--- src/rtl/stream_serializer.sv ---
// Parallel-to-serial converter with a one-word hold register in front of the
// shifter. Bits leave LSB first. A word waiting in the hold register is
// reloaded into the shifter on the same edge the previous word's last bit
// retires, so a steady supply of words gives an unbroken serial_valid stream.
module stream_serializer #(
  parameter int   DATA_BITS  = 10,
  parameter logic IDLE_VALUE = 1'b1
) (
  input  logic                 clk,
  input  logic                 n_rst,
  input  logic                 clear,
  input  logic [DATA_BITS-1:0] word_in,
  input  logic                 word_valid,
  output logic                 word_ready,
  output logic                 serial_out,
  output logic                 serial_valid,
  output logic                 word_done,
  output logic                 busy
);

  localparam int CNT_W = (DATA_BITS > 2) ? $clog2(DATA_BITS) : 1;
  localparam logic [CNT_W-1:0] LAST_BIT = CNT_W'(DATA_BITS - 1);

  typedef enum logic {
    ST_IDLE,
    ST_SHIFT
  } state_t;

  state_t               state_q, state_d;
  logic [DATA_BITS-1:0] hold_q, hold_d;
  logic                 hold_full_q, hold_full_d;
  logic [DATA_BITS-1:0] shift_q, shift_d;
  logic [CNT_W-1:0]     cnt_q, cnt_d;

  logic accept;
  logic last_bit;

  // Handshake and status decode, all from registered state only.
  assign word_ready   = !hold_full_q;
  assign accept       = word_valid && !hold_full_q;
  assign last_bit     = (cnt_q == LAST_BIT);
  assign serial_valid = (state_q == ST_SHIFT);
  assign serial_out   = serial_valid ? shift_q[0] : IDLE_VALUE;
  assign word_done    = serial_valid && last_bit;
  assign busy         = hold_full_q || serial_valid;

  // Next-state logic: clear wins over everything; otherwise an accept fills
  // the hold register while the shifter loads, shifts or reloads. Accept and
  // reload never coincide since one needs the hold empty and the other full.
  always_comb begin
    state_d     = state_q;
    hold_d      = hold_q;
    hold_full_d = hold_full_q;
    shift_d     = shift_q;
    cnt_d       = cnt_q;

    if (clear) begin
      hold_full_d = 1'b0;
      state_d     = ST_IDLE;
      cnt_d       = '0;
    end else begin
      if (accept) begin
        hold_d      = word_in;
        hold_full_d = 1'b1;
      end

      case (state_q)
        ST_IDLE: begin
          if (hold_full_q) begin
            shift_d     = hold_q;
            hold_full_d = 1'b0;
            cnt_d       = '0;
            state_d     = ST_SHIFT;
          end
        end
        ST_SHIFT: begin
          if (!last_bit) begin
            shift_d = {1'b0, shift_q[DATA_BITS-1:1]};
            cnt_d   = cnt_q + CNT_W'(1);
          end else if (hold_full_q) begin
            shift_d     = hold_q;
            hold_full_d = 1'b0;
            cnt_d       = '0;
          end else begin
            cnt_d   = '0;
            state_d = ST_IDLE;
          end
        end
        default: begin
          state_d = ST_IDLE;
          cnt_d   = '0;
        end
      endcase
    end
  end

  // State registers; reset abandons any word in flight immediately.
  always_ff @(posedge clk or negedge n_rst) begin
    if (!n_rst) begin
      state_q     <= ST_IDLE;
      hold_q      <= '0;
      hold_full_q <= 1'b0;
      shift_q     <= '0;
      cnt_q       <= '0;
    end else begin
      state_q     <= state_d;
      hold_q      <= hold_d;
      hold_full_q <= hold_full_d;
      shift_q     <= shift_d;
      cnt_q       <= cnt_d;
    end
  end

endmodule

--- config.mk ---
export PLATFORM = sky130hd
export DESIGN_NAME = stream_serializer
export DESIGN_NICKNAME = d
export VERILOG_FILES = /design/src/rtl/stream_serializer.sv
export SDC_FILE = /design/constraint.sdc
export NUM_CORES = 1
export LEC_CHECK = 0
export ABC_AREA = 0
export BUFFER_PORTS_ARGS = -buffer_cell sky130_fd_sc_hd__buf_2
export CAP_MARGIN = 20
export CORE_UTILIZATION = 44
export CTS_CLUSTER_DIAMETER = 200
export DETAILED_ROUTE_END_ITERATION = 8
export PLACE_DENSITY_LB_ADDON = 0.15
export SLEW_MARGIN = 0
export SYNTH_ARGS = -nofsm -noshare
export SYNTH_HDL_FRONTEND = slang
export SYNTH_SLANG_ARGS = --single-unit
--- constraint.sdc ---
create_clock -name clk -period 1.75 [get_ports clk]
set_input_delay 0.35 -clock clk [delete_from_list [all_inputs] [get_ports clk]]
set_output_delay 0.35 -clock clk [all_outputs]
set_load 0.05 [all_outputs]
==> impl_metrics.env, run 1 <==
export IMPL_finalSetupTns_ns=0
export IMPL_nNetsFinal=132
export IMPL_fin_worst_skew_ns=0.00678
export IMPL_rsz0062_at_grt="yes"
export IMPL_drv_slew=0
export IMPL_synthesis_nets=109
export IMPL_drt_iter0_drc=20
export IMPL_r2r_start="cnt_q[1]"
export IMPL_violations="negative hold slack"
export IMPL_critPathKind="reg -> out"
export IMPL_rr_worst_depth=7
export IMPL_critPathSlowestCell="dfrtp_1"
export IMPL_switchingPower_uw=376
export IMPL_layout_common_cells="24 x dfrtp_1, 17 x buf_2, 10 x mux2_2"
export IMPL_maxClockFrequency_mhz=577
export IMPL_clockBufferDepth=2
export IMPL_worstReg2RegEnd="shift_q[4]"
export IMPL_required_ns=1.40
export IMPL_grt_pass1_wl_mm=3.73
export IMPL_path_max_fanout=5
export IMPL_antenna_found_initial=0
export IMPL_final_antenna_net_count=0
export IMPL_antenna_cells=0
export IMPL_via_per_inst=5.77
export IMPL_cts_sinks=26
export IMPL_swShare=0.255
export IMPL_status="finished with violations"
export IMPL_p_per_area_mw_per_mm2=1040
export IMPL_numCtsBuffers=3
export IMPL_fin_crit_ns=1.73
export IMPL_fill_cells=230
export IMPL_pwr_share_clk=0.281
export IMPL_post_route_period_util=0.990
export IMPL_cts_root_buf="clkbuf_4"
export IMPL_hpwlAfterDp_mm=1.48
export IMPL_syn_avg_cell_area_um2=13.1
export IMPL_ys_types=31
export IMPL_drt_pass1_iter_count=4
export IMPL_drc=0
export IMPL_relSlewSlack=0.615
export IMPL_synth_seq_cells=26
export IMPL_multi_input_area_um2=518
export IMPL_io_buffers=18
export IMPL_wire_per_inst_um=15.5
export IMPL_routed_wirelength_mm=2.25
export IMPL_fin_ws_ns=0.0171
export IMPL_seqPwrFrac=0.538
export IMPL_pre_cts_ws_ns=0.157
export IMPL_hold_class="in -> async"
export IMPL_grt_ovfl_total=0
export IMPL_seq_area_frac_synth=0.535
export IMPL_io_pins=19
export IMPL_start_kind="flip-flop"
export IMPL_power_frac_comb=0.181
export IMPL_syn_area_mm2=0.00122
export IMPL_drv_cap=0
export IMPL_layout_commonest_cell="dfrtp_1"
export IMPL_initial_core_util=0.478
export IMPL_peakVddDrop_mv=0.584
export IMPL_rows=18
export IMPL_worstSkewPairLatency_ns=0.33
export IMPL_fin_cells=145
export IMPL_ff_latch_area_um2=653
export IMPL_core_mm2=0.00254
export IMPL_crit_path_cell_trace="inv_1 > ha_2 > nand3b_4 > nor2_4 > buf_8"
export IMPL_leakage_uw=0.000698
export IMPL_first_global_vias=771
export IMPL_cts_tree="yes"
export IMPL_yosysWarnings=0
export IMPL_htree_levels=1
export IMPL_dp_cells=140
export IMPL_syn2layout_area_growth_pct=16.3
export IMPL_hold_worst_slack_ns=-0.00141
export IMPL_cp_top_family="flip-flops"
export IMPL_cp_arrival_ns=1.38
export IMPL_syn_instance_count=93
export IMPL_path_buf_inv=2
export IMPL_r2r_setup_slack_ns=0.12
export IMPL_tightestPinTransition_ns=0.578
export IMPL_place_congestion=0.698
export IMPL_finalSetupViolCount=0
export IMPL_fp_dieArea_mm2=0.00298
export IMPL_grt_max_degree=27
export IMPL_drive_gt1_frac=0.452
export IMPL_critPathMaxStageDelay_ns=0.45
export IMPL_hold_viol=7
export IMPL_critical_path_endpoint_type="output pin"
export IMPL_clkTransAtPathRegs_ns=0.14
export IMPL_p_int_uw=1100
export IMPL_vias=836
export IMPL_chipHeight_um=54.6
export IMPL_die_x_um=54.6
export IMPL_gr_usage_all_layers=0.186
power by group through the flow:
stage	Clock (uW)	Sequential, uW	Combinational [uW]
3_5_place_dp	0	805	270
5_1_grt	454	809	295
6_report	414	793	268
3_3_place_gp	0	799	262
2_1_floorplan	0	785	207
4_1_cts	420	792	270
cells by family after synthesis:
kind of cell | after synthesis | synth area share
compound gates | 18 | 0.136
fa+ha+maj | 2 | 0.0206
buf+inv | 9 | 0.0473
flops | 26 | 0.535
mux | 11 | 0.101
simple gates | 27 | 0.160
timing repair:
item / CTS / global route
setup buffers: 1 / 0
gates resized for setup: 1 / 6
setup endpoints to repair: 1 / 3
hold buffers: 0 / 0
how the worst max path moves through the flow:
stage,startpoint,to,cells after the start
after global routing,cnt_q[1],word_done,5
final,cnt_q[1],word_done,5
after floorplan,serial_valid,word_done,3
after CTS,cnt_q[1],word_done,5
after detailed placement,cnt_q[1],word_done,5
after global placement,cnt_q[1],word_done,5
state kept, by name, indices dropped and copies added (netlist names):
| name | flops |
|---|---|
| serial_valid | 1 |
| hold_full_q | 1 |
| hold_q | 10 |
| shift_q | 10 |
| cnt_q | 4 |
per-stage QoR:
| step | area, um2 | total power, uW | hold slack [ns] | util |
|---|---|---|---|---|
| global route | 1410 | 1560 | 0.0263 | 0.556 |
| global placement | 1330 | 1060 | 0.385 | 0.524 |
| CTS | 1400 | 1480 | 0.0177 | 0.549 |
| detailed placement | 1330 | 1070 | 0.383 | 0.524 |
| finish | 1410 | 1480 | -0.00141 | 0.556 |
| floorplan | 1220 | 993 | 0.0544 | - |
cell type report:
type                            instances  area share
Inverter                                4      0.0106
Timing Repair Buffer                   23      0.0973
Clock inverter                          1      0.0212
Tap cell                               30      0.0265
Clock buffer                            3      0.0159
Multi-Input combinational cell         58       0.366
Sequential cell                        26       0.462
Yosys cell counts:
cell type | instances | share of area
dfrtp_1 | 26 | 0.53
nand2_1 | 2 | 0.0062
nand3_1 | 3 | 0.012
a21boi_4 | 1 | 0.015
nor3_1 | 1 | 0.0041
nand2b_1 | 1 | 0.0051
mux2i_1 | 1 | 0.0082
a21oi_2 | 1 | 0.0072
a22o_1 | 1 | 0.0072
and3_2 | 6 | 0.037
nor3b_1 | 1 | 0.0062
a221o_1 | 9 | 0.074
mux2_2 | 10 | 0.093
or2b_1 | 1 | 0.0062
nand2b_4 | 1 | 0.011
buf_2 | 1 | 0.0041
nor2_1 | 2 | 0.0062
inv_1 | 4 | 0.012
a21oi_1 | 3 | 0.012
nand4_1 | 1 | 0.0051
a31oi_1 | 1 | 0.0051
buf_6 | 2 | 0.019
nand3b_1 | 2 | 0.012
buf_4 | 2 | 0.012
a32oi_1 | 1 | 0.0072
a311oi_1 | 1 | 0.0072
ha_1 | 2 | 0.021
nand3b_4 | 1 | 0.016
and3_1 | 3 | 0.015
nor2b_1 | 1 | 0.0051
nor2b_4 | 1 | 0.011
per-layer routing:
metal / share of wire / vias to the layer above / global-route usage
li1: - / 389 / -
met1: 0.47 / 426 / 0.237
met2: 0.48 / 19 / 0.303
met3: 0.033 / 2 / 0.0500
met4: 0.013 / 0 / 0.0641
met5: 0 / - / 0
Note: power is estimated with default switching activity, not from simulation.
==> run 2, diff against run 1 <==
- CTS_BUF_LIST: unset -> sky130_fd_sc_hd__clkbuf_8
==> run 2 against run 1 <==
Effect of this change:
- the run now ends clean
- clock-buffer cell count did not move
- die area unchanged
- combinational power about the same
- critical path type is now reg -> reg
- critical endpoint is now shift_q[8]
==> impl_metrics.env, run 2 (synthesis results as in run 1) <==
export IMPL_status="finished, final reports clean"
export IMPL_power_frac_comb=0.171
export IMPL_clkTransAtPathRegs_ns=0.09
export IMPL_r2r_setup_slack_ns=0.1
export IMPL_ff_latch_area_um2=651
export IMPL_via_per_inst=5.77
export IMPL_fin_worst_skew_ns=0.00402
export IMPL_finalSetupTns_ns=0
export IMPL_syn2layout_area_growth_pct=16.7
export IMPL_top_regs="hold_q x10, shift_q x10, cnt_q x4"
export IMPL_p_per_area_mw_per_mm2=1100
export IMPL_required_ns=1.91
export IMPL_start_kind="flip-flop"
export IMPL_endpoint="shift_q[8]"
export IMPL_maxClockFrequency_mhz=605
export IMPL_switchingPower_uw=382
export IMPL_drive_gt1_frac=0.426
export IMPL_antenna_found_initial=0
export IMPL_rsz0062_at_grt="no"
export IMPL_io_pins=19
export IMPL_layout_common_cells="26 x dfrtp_1, 17 x buf_2, 10 x mux2_2"
export IMPL_routed_wirelength_mm=2.19
export IMPL_gr_usage_all_layers=0.188
export IMPL_p_int_uw=1170
export IMPL_fill_cells=234
export IMPL_first_global_vias=771
export IMPL_seqPwrFrac=0.510
export IMPL_drt_pass1_iter_count=4
export IMPL_drc=0
export IMPL_initial_core_util=0.478
export IMPL_hold_viol=0
export IMPL_drt_iter0_drc=10
export IMPL_rr_worst_depth=6
export IMPL_wire_per_inst_um=15.1
export IMPL_multi_input_area_um2=510
export IMPL_tightestPinTransition_ns=0.574
export IMPL_path_max_fanout=16
export IMPL_core_mm2=0.00254
export IMPL_peakVddDrop_mv=0.673
export IMPL_rows=18
export IMPL_fin_crit_ns=1.65
export IMPL_cts_sinks=26
export IMPL_hold_worst_slack_ns=0.0645
export IMPL_critPathKind="reg -> reg"
export IMPL_numCtsBuffers=3
export IMPL_final_core_util=0.558
export IMPL_finalPower_uw=1550
export IMPL_relSlewSlack=0.617
export IMPL_hold_class="in -> async"
export IMPL_pre_cts_ws_ns=0.157
export IMPL_hpwlAfterDp_mm=1.48
export IMPL_fp_dieArea_mm2=0.00298
export IMPL_worstReg2RegEnd="shift_q[8]"
export IMPL_chipHeight_um=54.6
export IMPL_swShare=0.246
export IMPL_grt_ovfl_total=0
export IMPL_final_antenna_net_count=0
export IMPL_finalSetupViolCount=0
export IMPL_nNetsFinal=132
export IMPL_leakage_uw=0.000708
export IMPL_die_x_um=54.6
export IMPL_io_buffers=18
export IMPL_worstSkewPairLatency_ns=0.27
export IMPL_clockBufferDepth=2
export IMPL_critical_path_endpoint_type="flip-flop"
export IMPL_antenna_cells=0
export IMPL_htree_levels=1
export IMPL_drv_cap=0
export IMPL_post_route_period_util=0.945
export IMPL_cp_startpoint="cnt_q[0]"
export IMPL_cts_root_buf="clkbuf_8"
export IMPL_pwr_share_clk=0.319
export IMPL_grt_max_degree=27
export IMPL_place_congestion=0.698
export IMPL_fin_ws_ns=0.0964
export IMPL_r2r_start="cnt_q[0]"
export IMPL_cts_tree="yes"
export IMPL_cp_arrival_ns=1.81
export IMPL_vias=837
export IMPL_grt_pass1_wl_mm=3.74
export IMPL_layout_commonest_cell="dfrtp_1"
export IMPL_drv_slew=0
## run 2: cell count changes in the layout (fill, tap and decap cells not counted)
cell and delta:
clkbuf_8 +3, clkbuf_4 -3, ha_1 +1, nor2_2 +1, buf_6 +1, buf_8 -1
nor2_4 -1, dfrtp_2 -2, dfrtp_1 +2, ha_2 -1
## run 2: worst max-delay path, stage by stage, from the launching register on
cell and delay, ns:
dfrtp_1 0.45, ha_1 0.25, nand3b_4 0.09, buf_4 0.21, a21oi_2 0.08, buf_4 0.17, a221o_1 0.30
## run 2: worst min-delay path by stage
stage,from,to,slack (ns),depth (start not counted)
floorplan,n_rst,cnt_q[0],0.05,0
global placement,n_rst,shift_q[0],0.38,1
detailed placement,n_rst,serial_valid,0.38,1
CTS,n_rst,shift_q[2],0.09,1
global route,n_rst,hold_q[4],0.11,1
finish,n_rst,hold_q[0],0.06,1
## run 2: what timing repair did
item	4_1_cts	5_1_grt
hold buffers	0	0
setup endpoints to repair	1	1
endpoints found under the hold margin	0	0
resized for setup	1	1
buffers inserted	1	0
## run 2: final cells by class
type / count / area share
tap: 30 / 0.0265
clock inverter: 1 / 0.0212
multi-input combinational: 58 / 0.360
clock buffer: 3 / 0.0291
inverter: 4 / 0.0106
timing repair buffer: 23 / 0.0944
sequential: 26 / 0.459
## run 2: power groups by stage
stage	Combinational (uW)	Sequential [uW]	Clock, uW
after global placement	262	799	0
after global routing	294	809	539
after CTS	270	793	506
after floorplan	207	785	0
final	266	793	497
after detailed placement	270	805	0
## run 2: metrics by stage
step	cell area [um2]	std cells
after global routing	1420	145
after floorplan	1220	93
final	1420	145
after global placement	1330	140
after detailed placement	1330	140
after CTS	1420	145
## run 2: per-layer routing
layer	vias up	global-route usage	share of wire
li1	390	-	-
met1	418	0.235	0.48
met2	22	0.299	0.46
met3	7	0.0528	0.033
met4	0	0.0855	0.022
met5	-	0	0
